`config.mk`:
```
export PLATFORM = sky130hd
export DESIGN_NAME = mult32x32_fast_dp
export DESIGN_NICKNAME = d
export VERILOG_FILES = /design/src/rtl/mult32x32_pkg.sv /design/src/rtl/mult32x32_fast_dp_mult16x16.sv /design/src/rtl/mult32x32_fast_dp.sv
export SDC_FILE = /design/constraint.sdc
export NUM_CORES = 1
export LEC_CHECK = 0
export BUFFER_PORTS_ARGS = -buffer_cell sky130_fd_sc_hd__buf_2
export CAP_MARGIN = 20
export CORE_MARGIN = 2
export CORE_UTILIZATION = 50
export CTS_BUF_LIST = sky130_fd_sc_hd__clkbuf_2 sky130_fd_sc_hd__clkbuf_4 sky130_fd_sc_hd__clkbuf_8
export DETAILED_ROUTE_END_ITERATION = 12
export GPL_TIMING_DRIVEN = 0
export PLACE_DENSITY = 0.69
export RECOVER_POWER = 50
export SLEW_MARGIN = 10
export SYNTH_ARGS = -nofsm -noshare
export SYNTH_HDL_FRONTEND = slang
export SYNTH_SLANG_ARGS = --single-unit
export TNS_END_PERCENT = 1
```
`constraint.sdc`:
```
create_clock -name clk -period 14.2 [get_ports clk]
set_clock_uncertainty 0.05 [all_clocks]
set_input_delay 2.84 -clock clk [delete_from_list [all_inputs] [get_ports clk]]
set_output_delay 2.84 -clock clk [all_outputs]
set_load 0.05 [all_outputs]
```
`src/rtl/mult32x32_pkg.sv`:
```
// Shared constants and types for the 32x32 fast multiplier datapath.
package mult32x32_pkg;

  localparam int WORD_W = 16;

  localparam logic [1:0] SHIFT_0   = 2'b00;
  localparam logic [1:0] SHIFT_16A = 2'b01;
  localparam logic [1:0] SHIFT_16B = 2'b10;
  localparam logic [1:0] SHIFT_32  = 2'b11;

  typedef logic [WORD_W-1:0]   word_t;
  typedef logic [2*WORD_W-1:0] operand_t;
  typedef logic [4*WORD_W-1:0] product_t;

endpackage

```
`src/rtl/mult32x32_fast_dp_mult16x16.sv`:
```
// Combinational unsigned word multiplier feeding the partial-product path.
module mult16x16 #(
  parameter int W = 16
) (
  input  logic [W-1:0]   x,
  input  logic [W-1:0]   y,
  output logic [2*W-1:0] p
);

  assign p = {{W{1'b0}}, x} * {{W{1'b0}}, y};

endmodule

```
`src/rtl/mult32x32_fast_dp.sv`:
```
// Datapath for the 32x32 fast multiplier: operand capture, word select,
// shifted partial-product accumulation and result hand-off on busy fall.
module mult32x32_fast_dp
  import mult32x32_pkg::*;
#(
  parameter int WORD_W = 16
) (
  input  logic                  clk,
  input  logic                  reset_n,
  input  logic                  start,
  input  logic                  busy,
  input  logic [2*WORD_W-1:0]   a,
  input  logic [2*WORD_W-1:0]   b,
  input  logic                  a_sel,
  input  logic                  b_sel,
  input  logic [1:0]            shift_sel,
  input  logic                  upd_prod,
  input  logic                  clr_prod,
  output logic                  a_msw_is_0,
  output logic                  b_msw_is_0,
  output logic [4*WORD_W-1:0]   product,
  output logic [4*WORD_W-1:0]   result,
  output logic                  done
);

  localparam int OP_W   = 2 * WORD_W;
  localparam int PROD_W = 4 * WORD_W;

  logic [OP_W-1:0]   a_reg, b_reg;
  logic [WORD_W-1:0] a_word, b_word;
  logic [OP_W-1:0]   pp;
  logic [PROD_W-1:0] shifted;
  logic              busy_d;

  // Operands freeze while the FSM is busy so a stray start cannot corrupt a run.
  always_ff @(posedge clk or negedge reset_n) begin
    if (!reset_n) begin
      a_reg <= '0;
      b_reg <= '0;
    end else if (start && !busy) begin
      a_reg <= a;
      b_reg <= b;
    end
  end

  assign a_msw_is_0 = (a_reg[OP_W-1:WORD_W] == '0);
  assign b_msw_is_0 = (b_reg[OP_W-1:WORD_W] == '0);

  assign a_word = a_sel ? a_reg[OP_W-1:WORD_W] : a_reg[WORD_W-1:0];
  assign b_word = b_sel ? b_reg[OP_W-1:WORD_W] : b_reg[WORD_W-1:0];

  mult16x16 #(.W(WORD_W)) u_mult16x16 (
    .x (a_word),
    .y (b_word),
    .p (pp)
  );

  always_comb begin
    shifted = {{OP_W{1'b0}}, pp};
    case (shift_sel)
      SHIFT_0:   shifted = {{OP_W{1'b0}}, pp};
      SHIFT_16A: shifted = {{OP_W{1'b0}}, pp} << WORD_W;
      SHIFT_16B: shifted = {{OP_W{1'b0}}, pp} << WORD_W;
      SHIFT_32:  shifted = {{OP_W{1'b0}}, pp} << OP_W;
      default:   shifted = {{OP_W{1'b0}}, pp};
    endcase
  end

  always_ff @(posedge clk or negedge reset_n) begin
    if (!reset_n) begin
      product <= '0;
    end else if (clr_prod) begin
      product <= '0;
    end else if (upd_prod) begin
      product <= product + shifted;
    end
  end

  // Falling edge of busy marks completion; result stays put until the next one.
  always_ff @(posedge clk or negedge reset_n) begin
    if (!reset_n) begin
      busy_d <= 1'b0;
      result <= '0;
      done   <= 1'b0;
    end else begin
      busy_d <= busy;
      done   <= 1'b0;
      if (busy_d && !busy) begin
        result <= product;
        done   <= 1'b1;
      end
    end
  end

endmodule
```
# Word-level counts from Yosys, hierarchy flattened
# Index checks and enable logic that the tools add are counted.
[classes] multipliers=1 addsub=1 reduce_logical=8 mux=6 n_eq_ne=3
[op_table] cell="64-bit case mux with 3 select lines" n=1
[op_table] cell="64-bit two-way mux" n=2
[op_table] cell="64-bit adder" n=1
[op_table] cell="16-bit zero test" n=2
[op_table] cell="16-bit by 16-bit multiplier with 32-bit output" n=1
[op_table] cell="16-bit two-way mux" n=2
[op_table] cell="2-bit == test (second input constant)" n=2
[op_table] cell="2-bit by 1-bit == test with 1-bit output (second input constant)" n=1
[op_table] cell="1-bit logical AND" n=2
[op_table] cell="2-bit zero test" n=1
[op_table] cell="2-bit nonzero test" n=1
[op_table] cell="2-bit OR reduction" n=1
[op_table] cell="1-bit zero test" n=1
[op_table] cell="1-bit two-way mux" n=1
[totals] wordCells=25 ff_bits=194 in_bits=74 output_inout_bits=131

# Depth between registers and ports, before layout
# Gate-level depths: netlist of run 1.
[depth] ltp_word=6 mapped_depth=40 mapped_depth_nobuf=36

# Hierarchy
# A second synthesis of run 1 with hierarchy kept.
[unflattened] hier_cells=2240 area_unflattened_um2=20313.2
[by_module_without_submodules] module="mult32x32_fast_dp" area_per_inst_um2=11828.8 n_inst=1 cells_per_inst=1256 seq_area_each_um2=4854.7
[by_module_without_submodules] module="mult16x16" area_per_inst_um2=8484.4 n_inst=1 cells_per_inst=984 seq_area_each_um2=0.0

# Least setup slack after synthesis of run 1
# No wires, ideal clock.
[synth_timing] path_kind="input-to-reg" startpoint="in a_sel" endpoint="reg product[63]" t_required_ns=14.025 path_buffers=4 path_slack_ns=1.790 cell_stages=37 setup_ns=0.125 t_arrival_ns=12.235 cell_sequence="clkbuf_1 buf_1 clkbuf_1 mux2i_1 nor2_1 fa_1 inv_1 fa_1 fa_1 fa_1 inv_1 fa_1 inv_1 fa_1 inv_1 ha_1 a21o_1 a21oi_1 nor2_1 a311oi_4 o21bai_2 a41o_1 a221o_1 a221oi_2 xnor2_1 a22o_1 ha_1 clkbuf_1 nand2_1 o21ai_0 a21oi_1 o311ai_0 a221o_1 a21oi_1 o21ai_0 mux2i_1 mux2_2"
[synth_via] elab_chain_cells=6
[synth_rtl] item="start, declared" line_no="mult32x32_fast_dp.sv:14" text="input logic a_sel,"
[synth_rtl] item="16-bit two-way mux" line_no="mult32x32_fast_dp.sv:49" text="assign a_word = a_sel ? a_reg[OP_W-1:WORD_W] : a_reg[WORD_W-1:0];"
[synth_rtl] item="16-bit by 16-bit multiplier with 32-bit output" line_no="mult32x32_fast_dp_mult16x16.sv:10" text="assign p = {{W{1'b0}}, x} * {{W{1'b0}}, y};"
[synth_rtl] item="64-bit case mux with 3 select lines" line_no="mult32x32_fast_dp.sv:60" text="case (shift_sel)"
[synth_rtl] item="64-bit adder" line_no="mult32x32_fast_dp.sv:75" text="product <= product + shifted;"
[synth_rtl] item="64-bit two-way mux" line_no="mult32x32_fast_dp.sv:74" text="end else if (upd_prod) begin"
[synth_rtl] item="64-bit two-way mux" line_no="mult32x32_fast_dp.sv:72" text="end else if (clr_prod) begin"
[synth_rtl] item="end signal, assigned" line_no="mult32x32_fast_dp.sv:75"
[synth_rtl] item="end, declared" line_no="mult32x32_fast_dp.sv:21" text="output logic [4*WORD_W-1:0] product,"
# Every way passes these cells. The select of a mux whose other input is x is not followed.
# A chain may end at the register's enable or synchronous reset.

# Final worst setup path of run 1
# Ends and elaborated chain as after synthesis.

==> impl_metrics.env, run 1 <==
export IMPL_status="finished, violations left"
export IMPL_violations="max-capacitance violations, max-slew violations"
export IMPL_num_rows=74
export IMPL_fin_ws_ns=0.577
export IMPL_layout_min_cycle_time_ns=13.62
export IMPL_synthToLayoutAreaGrowth_pct=10.1
export IMPL_synth_seq_cells=194
export IMPL_whs_ns=0.464
export IMPL_synthFlopType="dfrtp_1"
export IMPL_cts_htree_levels=4
export IMPL_top_level_ports=205
export IMPL_wirelength_mm=57.9
export IMPL_hpwlAfterDp_mm=47.7
export IMPL_drive_above_1_share_pct=15.9
export IMPL_dr_pass1_iters=5
export IMPL_ys_types=71
export IMPL_reg_largest_list="product (64), result (64)"
export IMPL_dp_cells=2906
export IMPL_antenna_found_initial=0
export IMPL_syn_cell_area_um2=20400
export IMPL_ant_nets=0
export IMPL_cts_reportedPaths_clkPinSlew_ns=0.10
export IMPL_crit_path_end_kind="register"
export IMPL_maxCapViolations=2
export IMPL_pre_cts_slack_ns=-0.753
export IMPL_synth_edf_count=0
export IMPL_wl_per_cell_um=19.7
export IMPL_postCtsSetupBuffers=0
export IMPL_drv_slew=197
export IMPL_fp_dieH_um=206
export IMPL_tightest_slew_ns=5.46
export IMPL_postCtsHoldBufs=0
export IMPL_die_w_um=206
export IMPL_synth_fp_nets=2610
export IMPL_clockRootBuffer="clkbuf_8"
export IMPL_syn_area_per_cell_um2=9.40
export IMPL_slowest_stage="mux2i_1"
export IMPL_diodes=0
export IMPL_syn_inst=2172
export IMPL_grt_start_max_net_pins=103
export IMPL_hold_viol=0
export IMPL_async_flop_share_pct=100
export IMPL_layoutNonFillerInstCount=2940
export IMPL_io_buffers=201
export IMPL_cts_sinks=194
export IMPL_clockBufferDepth=2
export IMPL_initial_core_util_pct=50.3
export IMPL_setup_viol=0
export IMPL_crit_type="primary input to register"
export IMPL_cts_tree="built"
export IMPL_crit_fanout=10
export IMPL_cp_arrival_ns=14.02
export IMPL_first_iter_violations=1110
export IMPL_grt_use_total_pct=28.3
export IMPL_vias=16800
export IMPL_fmax_mhz=73.4
export IMPL_max_stage_delay_ns=0.82
export IMPL_yosysWarningCount=0
export IMPL_gr_total_overflow=0
export IMPL_grt_pass1_wl_mm=92.1
export IMPL_final_net_count=2833
export IMPL_via_per_inst=5.71
export IMPL_die_area_um2=42500
export IMPL_fin_setup_tns_ns=0
export IMPL_coreArea_um2=40600
export IMPL_grt_pass1_vias=16800
export IMPL_crit_required_ns=14.60
export IMPL_place_congestion=0.984
export IMPL_hp_class="register to register"
export IMPL_start_kind="primary input"
export IMPL_cts_made_buffers=17
export IMPL_drc=0
export IMPL_path_common_cell="fa_1"
export IMPL_fin_crit_sh_pct=95.9
export IMPL_clk_latency_ns=0.58
export IMPL_seq_area_frac_synth_pct=23.8
export IMPL_maxSlewHeadroom_pct=-264
export IMPL_grt_setup_unrepaired="no"
metrics by stage:
stage / instance area [um2] / utilization [%]
after detailed placement: 22100 / 54.5
final: 22500 / 55.4
after global routing: 22500 / 55.4
after global placement: 22100 / 54.5
after floorplan: 20400 / -
after CTS: 22500 / 55.5
logic make-up (layout without fill, tap and decap cells):
group	after synthesis	in the layout	share of synthesized area, %
and+or+nand+nor	611	611	13.3
muxes	236	236	12.5
DFF	194	194	23.8
buffers and inverters	348	584	6.40
AOI/OAI and AO/OA	344	344	11.2
adders and majority gates	364	364	29.5
xor gates and xnor gates	75	75	3.22
final cells by class:
class	instances	area, um2
tap	532	666
clock buffer	19	255
sequential	194	4850
timing repair buffer	204	967
inverter	261	980
multi-input combinational	1630	14300
buffer	87	332
fill	3719	18100
clock inverter	13	129
worst max-delay path: cells and delay by family:
| kind | cells | cell delay, ns |
|---|---|---|
| AO/OA/AOI/OAI | 12 | 3.67 |
| XOR/XNOR | 1 | 0.21 |
| adder cells (fa/ha/maj) | 8 | 3.63 |
| AND/OR/NAND/NOR | 3 | 0.64 |
| buffers and inverters | 8 | 1.43 |
| multiplexers | 3 | 1.57 |
cell usage after synthesis, types with 4 or more instances:
cell / n / area [um2]
a221oi_1: 5 / 43.8
o311ai_0: 5 / 43.8
nor2b_1: 15 / 93.8
a221o_1: 6 / 60.1
nor2_1: 229 / 860
nand2_1: 221 / 830
o21bai_1: 19 / 143
dfrtp_1: 194 / 4850
mux2i_1: 78 / 781
xnor2_1: 48 / 420
or3_1: 7 / 43.8
o21ai_0: 68 / 340
and2_1: 18 / 113
a22o_1: 9 / 78.8
and4_1: 9 / 78.8
ha_1: 169 / 2110
nor3_1: 18 / 90.1
nor4_1: 10 / 62.6
clkbuf_1: 77 / 289
nor3b_1: 6 / 45.0
buf_1: 10 / 37.5
xor2_1: 27 / 236
fa_1: 195 / 3900
a21oi_1: 88 / 440
a211oi_1: 11 / 82.6
and3_1: 10 / 62.6
a21o_1: 45 / 338
mux2_2: 158 / 1780
a41oi_1: 6 / 52.6
o31a_1: 4 / 35.0
nand3_1: 17 / 85.1
inv_1: 261 / 980
nand2b_1: 14 / 87.6
or2_2: 7 / 43.8
o31ai_1: 5 / 37.5
o211ai_1: 5 / 37.5
a31oi_1: 11 / 68.8
o21a_1: 13 / 97.6
nand4_1: 16 / 100
o22ai_1: 11 / 68.8
per-layer routing:
layer	vias to the layer above	wire, um	global-route usage [%]
li1	7732	-	-
met1	8331	25500	38.9
met2	621	26800	44.6
met3	118	3390	4.53
met4	0	2170	11.9
met5	-	0	0
repair_timing:
action / in CTS / in global routing
endpoints found under the setup margin: 3 / 12
cloned: 0 / 0
resized for setup: 1 / 15
worst paths after layout:
kind | cells past startpoint | from | end | slack (ns)
hold / removal | 1 | result[30]$_DFFE_PN0P_ | result[30]$_DFFE_PN0P_ | 0.46
setup reg to reg | 34 | b_reg[20]$_DFFE_PN0P_ | product[63]$_DFFE_PN0P_ | 2.94
setup / recovery | 35 | a_sel | product[63]$_DFFE_PN0P_ | 0.58
hold reg to reg | 1 | result[30]$_DFFE_PN0P_ | result[30]$_DFFE_PN0P_ | 0.46
max in group asynchronous | 2 | reset_n | product[62]$_DFFE_PN0P_ | 3.11
min in group asynchronous | 1 | reset_n | result[7]$_DFFE_PN0P_ | 4.21
placed cells by master, fill, tap and decap left out, types with 14 or more instances in the layout:
master    synthesis  final
a21o_1           45     45
a21oi_1          88     88
and2_1           18     18
buf_2             0    155
clkbuf_1         77    122
clkbuf_8          0     18
dfrtp_1         194    194
fa_1            195    195
ha_1            169    169
inv_1           261    261
mux2_2          158    158
mux2i_1          78     71
nand2_1         221    221
nand2b_1         14     14
nand3_1          17     17
nand4_1          16     16
nor2_1          229    229
nor2b_1          15     15
nor3_1           18     18
o21ai_0          68     67
o21bai_1         19     19
xnor2_1          48     48
xor2_1           27     27
Power of run 1 is left out: the tool's default activity adds up to more than one toggle a clock period on the data nets, which glitch-free logic cannot reach.
==> run 2: changes to the inputs <==
--- a/config.mk
+++ b/config.mk
@@ -7,7 +7,7 @@
 export LEC_CHECK = 0
 export BUFFER_PORTS_ARGS = -buffer_cell sky130_fd_sc_hd__buf_2
 export CAP_MARGIN = 20
-export CORE_MARGIN = 2
+export CORE_MARGIN = 10
 export CORE_UTILIZATION = 50
 export CTS_BUF_LIST = sky130_fd_sc_hd__clkbuf_2 sky130_fd_sc_hd__clkbuf_4 sky130_fd_sc_hd__clkbuf_8
 export DETAILED_ROUTE_END_ITERATION = 12
==> run 2 against run 1 <==
Net effect:
- first-iteration DRC count up 0.90%
- the run still ends with max-capacitance violations, max-slew violations left
- setup slack got worse by 0.15 ns
- final area rose by 0.45%
- final cell count fell by 0.24%
- fmax shrank 1.1%
- flip-flop and latch count is the same
- global-route usage fell by 4.3 points
- routed wire length grew 2.6%
- sequential share of layout area fell by 0.097 points
- register-to-register slack worse by 0.02 ns
==> impl_metrics.env, run 2 (synthesis results as in run 1) <==
export IMPL_crit_path_end_kind="register"
export IMPL_final_net_count=2833
export IMPL_place_congestion=0.977
export IMPL_vias=16800
export IMPL_fin_crit_sh_pct=97.0
export IMPL_grt_pass1_vias=17300
export IMPL_fill_cells=3623
export IMPL_maxSlewHeadroom_pct=-277
export IMPL_die_w_um=222
export IMPL_die_area_um2=49300
export IMPL_hpwlAfterDp_mm=49.4
export IMPL_setup_viol=0
export IMPL_final_area_um2=22600
export IMPL_status="finished, violations left"
export IMPL_io_buffers=201
export IMPL_drc=0
export IMPL_grt_setup_unrepaired="no"
export IMPL_maxCapViolations=2
export IMPL_num_rows=73
export IMPL_wl_per_cell_um=20.3
export IMPL_clockRootBuffer="clkbuf_8"
export IMPL_grt_start_max_net_pins=111
export IMPL_crit_required_ns=14.61
export IMPL_whs_ns=0.459
export IMPL_slowest_stage="mux2i_1"
export IMPL_ant_nets=0
export IMPL_layout_min_cycle_time_ns=13.77
export IMPL_via_per_inst=5.72
export IMPL_gr_total_overflow=0
export IMPL_reg_largest_list="product (64), result (64)"
export IMPL_hp_class="register to register"
export IMPL_dr_pass1_iters=5
export IMPL_diodes=0
export IMPL_drv_slew=197
export IMPL_clk_latency_ns=0.57
export IMPL_wirelength_mm=59.4
export IMPL_multi_input_area_um2=14300
export IMPL_antenna_found_initial=0
export IMPL_layout_common_cells="inv_1 (261), nor2_1 (229), nand2_1 (221)"
export IMPL_violations="max-capacitance violations, max-slew violations"
export IMPL_grt_pass1_wl_mm=94.9
export IMPL_cts_tree="built"
export IMPL_drive_above_1_share_pct=15.9
export IMPL_path_common_cell="fa_1"
export IMPL_final_common_cell="inv_1"
export IMPL_fp_dieH_um=222
export IMPL_register_area_um2=4850
export IMPL_top_level_ports=205
export IMPL_initial_core_util_pct=51.0
export IMPL_crit_fanout=10
export IMPL_clockBufferDepth=2
export IMPL_synthToLayoutAreaGrowth_pct=10.6
export IMPL_hold_viol=0
export IMPL_cts_made_buffers=17
export IMPL_cp_arrival_ns=14.18
export IMPL_start_kind="primary input"
export IMPL_cts_sinks=194
export IMPL_max_stage_delay_ns=0.74
export IMPL_dpl_cell_area_um2=22100
export IMPL_tightest_slew_ns=5.65
export IMPL_cts_htree_levels=4
export IMPL_fmax_mhz=72.6
export IMPL_cts_reportedPaths_clkPinSlew_ns=0.10
export IMPL_grt_use_total_pct=24.1
export IMPL_crit_type="primary input to register"
export IMPL_coreArea_um2=40000
export IMPL_first_iter_violations=1120
## run 2: layout make-up
class / instances / area share [%]
timing repair buffer: 204 / 4.29
multi-input combinational: 1630 / 63.3
inverter: 261 / 4.34
clock inverter: 14 / 1.08
clock buffer: 18 / 1.10
buffer: 87 / 1.46
sequential: 194 / 21.5
tap: 525 / 2.91
## run 2: metrics by stage
| stage | cells | TNS (ns) | util (%) | setup slack [ns] |
|---|---|---|---|---|
| floorplan | 2172 | 0 | - | 1.79 |
| global placement | 2898 | -4.16 | 55.2 | -0.811 |
| detailed placement | 2901 | -7.20 | 55.3 | -0.882 |
| CTS | 2933 | 0 | 56.6 | 0.0896 |
| global route | 2933 | 0 | 56.4 | 0.0215 |
| finish | 2933 | 0 | 56.4 | 0.430 |
## run 2: path summary, 6_finish.rpt
path	to	slack (ns)	cells after the start	from
worst max-delay path	product[63]$_DFFE_PN0P_	0.43	36	b_sel
worst min-delay path	result[31]$_DFFE_PN0P_	0.46	1	result[31]$_DFFE_PN0P_
worst max register to register	product[60]$_DFFE_PN0P_	2.92	35	b_reg[21]$_DFFE_PN0P_
worst min register to register	result[31]$_DFFE_PN0P_	0.46	1	result[31]$_DFFE_PN0P_
max in group asynchronous	result[49]$_DFFE_PN0P_	3.23	2	reset_n
min in group asynchronous	result[10]$_DFFE_PN0P_	3.80	1	reset_n
## run 2: metal layers
layer | track usage [%] | up-vias | share of wire, %
li1 | - | 7743 | -
met2 | 38.7 | 602 | 47
met4 | 9.42 | 0 | 3.5
met3 | 4.35 | 110 | 6.4
met5 | 0 | - | 0
met1 | 31.5 | 8320 | 43
## run 2: timing repair
item	CTS	global route
hold buffers	0	0
resized for setup	4	9
gates cloned	0	0
endpoints found under the setup margin	4	14
buffers inserted	0	0
pin swaps	0	0
## run 2: critical path: cells and delay by family
family | cells | cell delay [ns]
AND/OR/NAND/NOR | 3 | 0.42
multiplexers | 3 | 1.50
AO/OA/AOI/OAI | 14 | 3.86
adder cells (fa/ha/maj) | 8 | 3.73
XOR/XNOR | 1 | 0.21
buffers and inverters | 7 | 1.62
Power of run 2 is left out for the same reason.
==> run 3: changes to the inputs <==
==> constraint.sdc (replaced) <==
create_clock -name clk -period 14.2 [get_ports clk]
set_clock_uncertainty 0.05 [all_clocks]
set_input_delay 1.42 -clock clk [delete_from_list [all_inputs] [get_ports clk]]
set_output_delay 1.42 -clock clk [all_outputs]
set_load 0.05 [all_outputs]
==> run 3 against run 2 <==
Net effect:
- the run still ends with max-capacitance violations, max-slew violations left
- sequential share of layout area is essentially flat
- register-to-register slack lost 0.47 ns
- hold slack barely moved
- utilization shrank 0.097 points
- fmax rose by 3.1%
- setup slack improved by 0.42 ns
- critical path type unchanged
==> impl_metrics.env, run 3 (synthesis results as in run 1) <==
export IMPL_status="finished, violations left"
export IMPL_violations="max-capacitance violations, max-slew violations"
export IMPL_maxSlewHeadroom_pct=-273
export IMPL_io_buffers=201
export IMPL_hp_class="register to register"
export IMPL_antenna_found_initial=0
export IMPL_postCtsSetupBuffers=0
export IMPL_place_congestion=0.977
export IMPL_final_common_cell="inv_1"
export IMPL_gr_total_overflow=0
export IMPL_die_area_um2=49300
export IMPL_vias=16700
export IMPL_tightest_slew_ns=5.60
export IMPL_layout_min_cycle_time_ns=13.35
export IMPL_grt_pass1_wl_mm=94.9
export IMPL_hpwlAfterDp_mm=49.4
export IMPL_fin_util_pct=56.3
export IMPL_cts_resized_gates=0
export IMPL_dr_pass1_iters=5
export IMPL_drc=0
export IMPL_fin_crit_sh_pct=94.0
export IMPL_cts_tree="built"
export IMPL_cts_htree_levels=4
export IMPL_hold_start="result[31]$_DFFE_PN0P_"
export IMPL_cp_arrival_ns=13.78
export IMPL_holdPathStages=1
export IMPL_reg2reg_slack_ns=2.45
export IMPL_initial_core_util_pct=51.0
export IMPL_grt_pass1_vias=17300
export IMPL_die_w_um=222
export IMPL_via_per_inst=5.70
export IMPL_cts_made_buffers=17
export IMPL_clk_latency_ns=0.57
export IMPL_pre_cts_slack_ns=0.538
export IMPL_reg_largest_list="product (64), result (64)"
export IMPL_top_level_ports=205
export IMPL_r2r_end="product[60]$_DFFE_PN0P_"
export IMPL_clockBufferDepth=2
export IMPL_final_net_count=2833
export IMPL_r2r_start="b_reg[21]$_DFFE_PN0P_"
export IMPL_max_stage_delay_ns=0.82
export IMPL_whs_ns=0.459
export IMPL_setup_viol=0
export IMPL_postCtsHoldBufs=0
export IMPL_drive_above_1_share_pct=15.4
export IMPL_synthToLayoutAreaGrowth_pct=10.4
export IMPL_num_rows=73
export IMPL_clockRootBuffer="clkbuf_8"
export IMPL_path_common_cell="fa_1"
export IMPL_first_iter_violations=1202
export IMPL_cts_sinks=194
export IMPL_diodes=0
export IMPL_crit_type="primary input to register"
export IMPL_reg2reg_depth=35
export IMPL_ant_nets=0
export IMPL_slowest_stage="mux2i_1"
export IMPL_fin_setup_tns_ns=0
export IMPL_crit_fanout=10
export IMPL_hold_viol=0
export IMPL_cts_reportedPaths_clkPinSlew_ns=0.11
export IMPL_grt_setup_unrepaired="no"
export IMPL_grt_use_total_pct=24.1
export IMPL_crit_path_end_kind="register"
export IMPL_start_kind="primary input"
export IMPL_drv_slew=197
export IMPL_fmax_mhz=74.9
export IMPL_hold_end="result[31]$_DFFE_PN0P_"
export IMPL_maxCapViolations=2
export IMPL_fin_ws_ns=0.847
export IMPL_layout_common_cells="inv_1 (261), nor2_1 (229), nand2_1 (221)"
export IMPL_wirelength_mm=59.3
export IMPL_grt_start_max_net_pins=111
export IMPL_wl_per_cell_um=20.2
export IMPL_fp_dieH_um=222
export IMPL_crit_required_ns=14.62
export IMPL_coreArea_um2=40000
-- run 3: per-stage QoR --
stage	std cells	area, um2
final	2933	22500
after global routing	2933	22500
after CTS	2933	22600
after detailed placement	2901	22100
after global placement	2898	22100
after floorplan	2172	20400
-- run 3: worst max-delay path, delay by kind of cell --
family          cells  cell delay [ns]
simple gates        3             0.29
buf+inv             7             1.59
fa+ha+maj           8             3.80
mux                 1             0.82
compound gates     18             5.81
-- run 3: metal layers --
layer | track usage, % | share of wire, %
met3 | 4.34 | 6.4
met2 | 38.7 | 47
met4 | 9.42 | 3.4
met1 | 31.5 | 43
met5 | 0 | 0
-- run 3: area by class of cell --
type / instances / area, um2
repair buffers: 204 / 967
flip-flops and latches: 194 / 4850
well taps: 525 / 657
multi-input cells: 1630 / 14200
fillers: 3627 / 17500
plain buffers: 87 / 327
clock buffers: 18 / 248
inverters: 261 / 980
clock inverters: 14 / 244
-- run 3: worst max path at each step --
stage / slack (ns) / end / depth (start not counted) / start
finish: 0.85 / product[60]$_DFFE_PN0P_ / 37 / a_sel
global route: 0.40 / product[60]$_DFFE_PN0P_ / 37 / a_sel
CTS: 1.13 / product[60]$_DFFE_PN0P_ / 37 / a_sel
detailed placement: 0.54 / product[60]$_DFFE_PN0P_ / 37 / a_sel
global placement: 0.61 / product[60]$_DFFE_PN0P_ / 37 / a_sel
floorplan: 3.21 / product[63]$_DFFE_PN0P_ / 37 / a_sel
Power of run 3 is left out for the same reason.
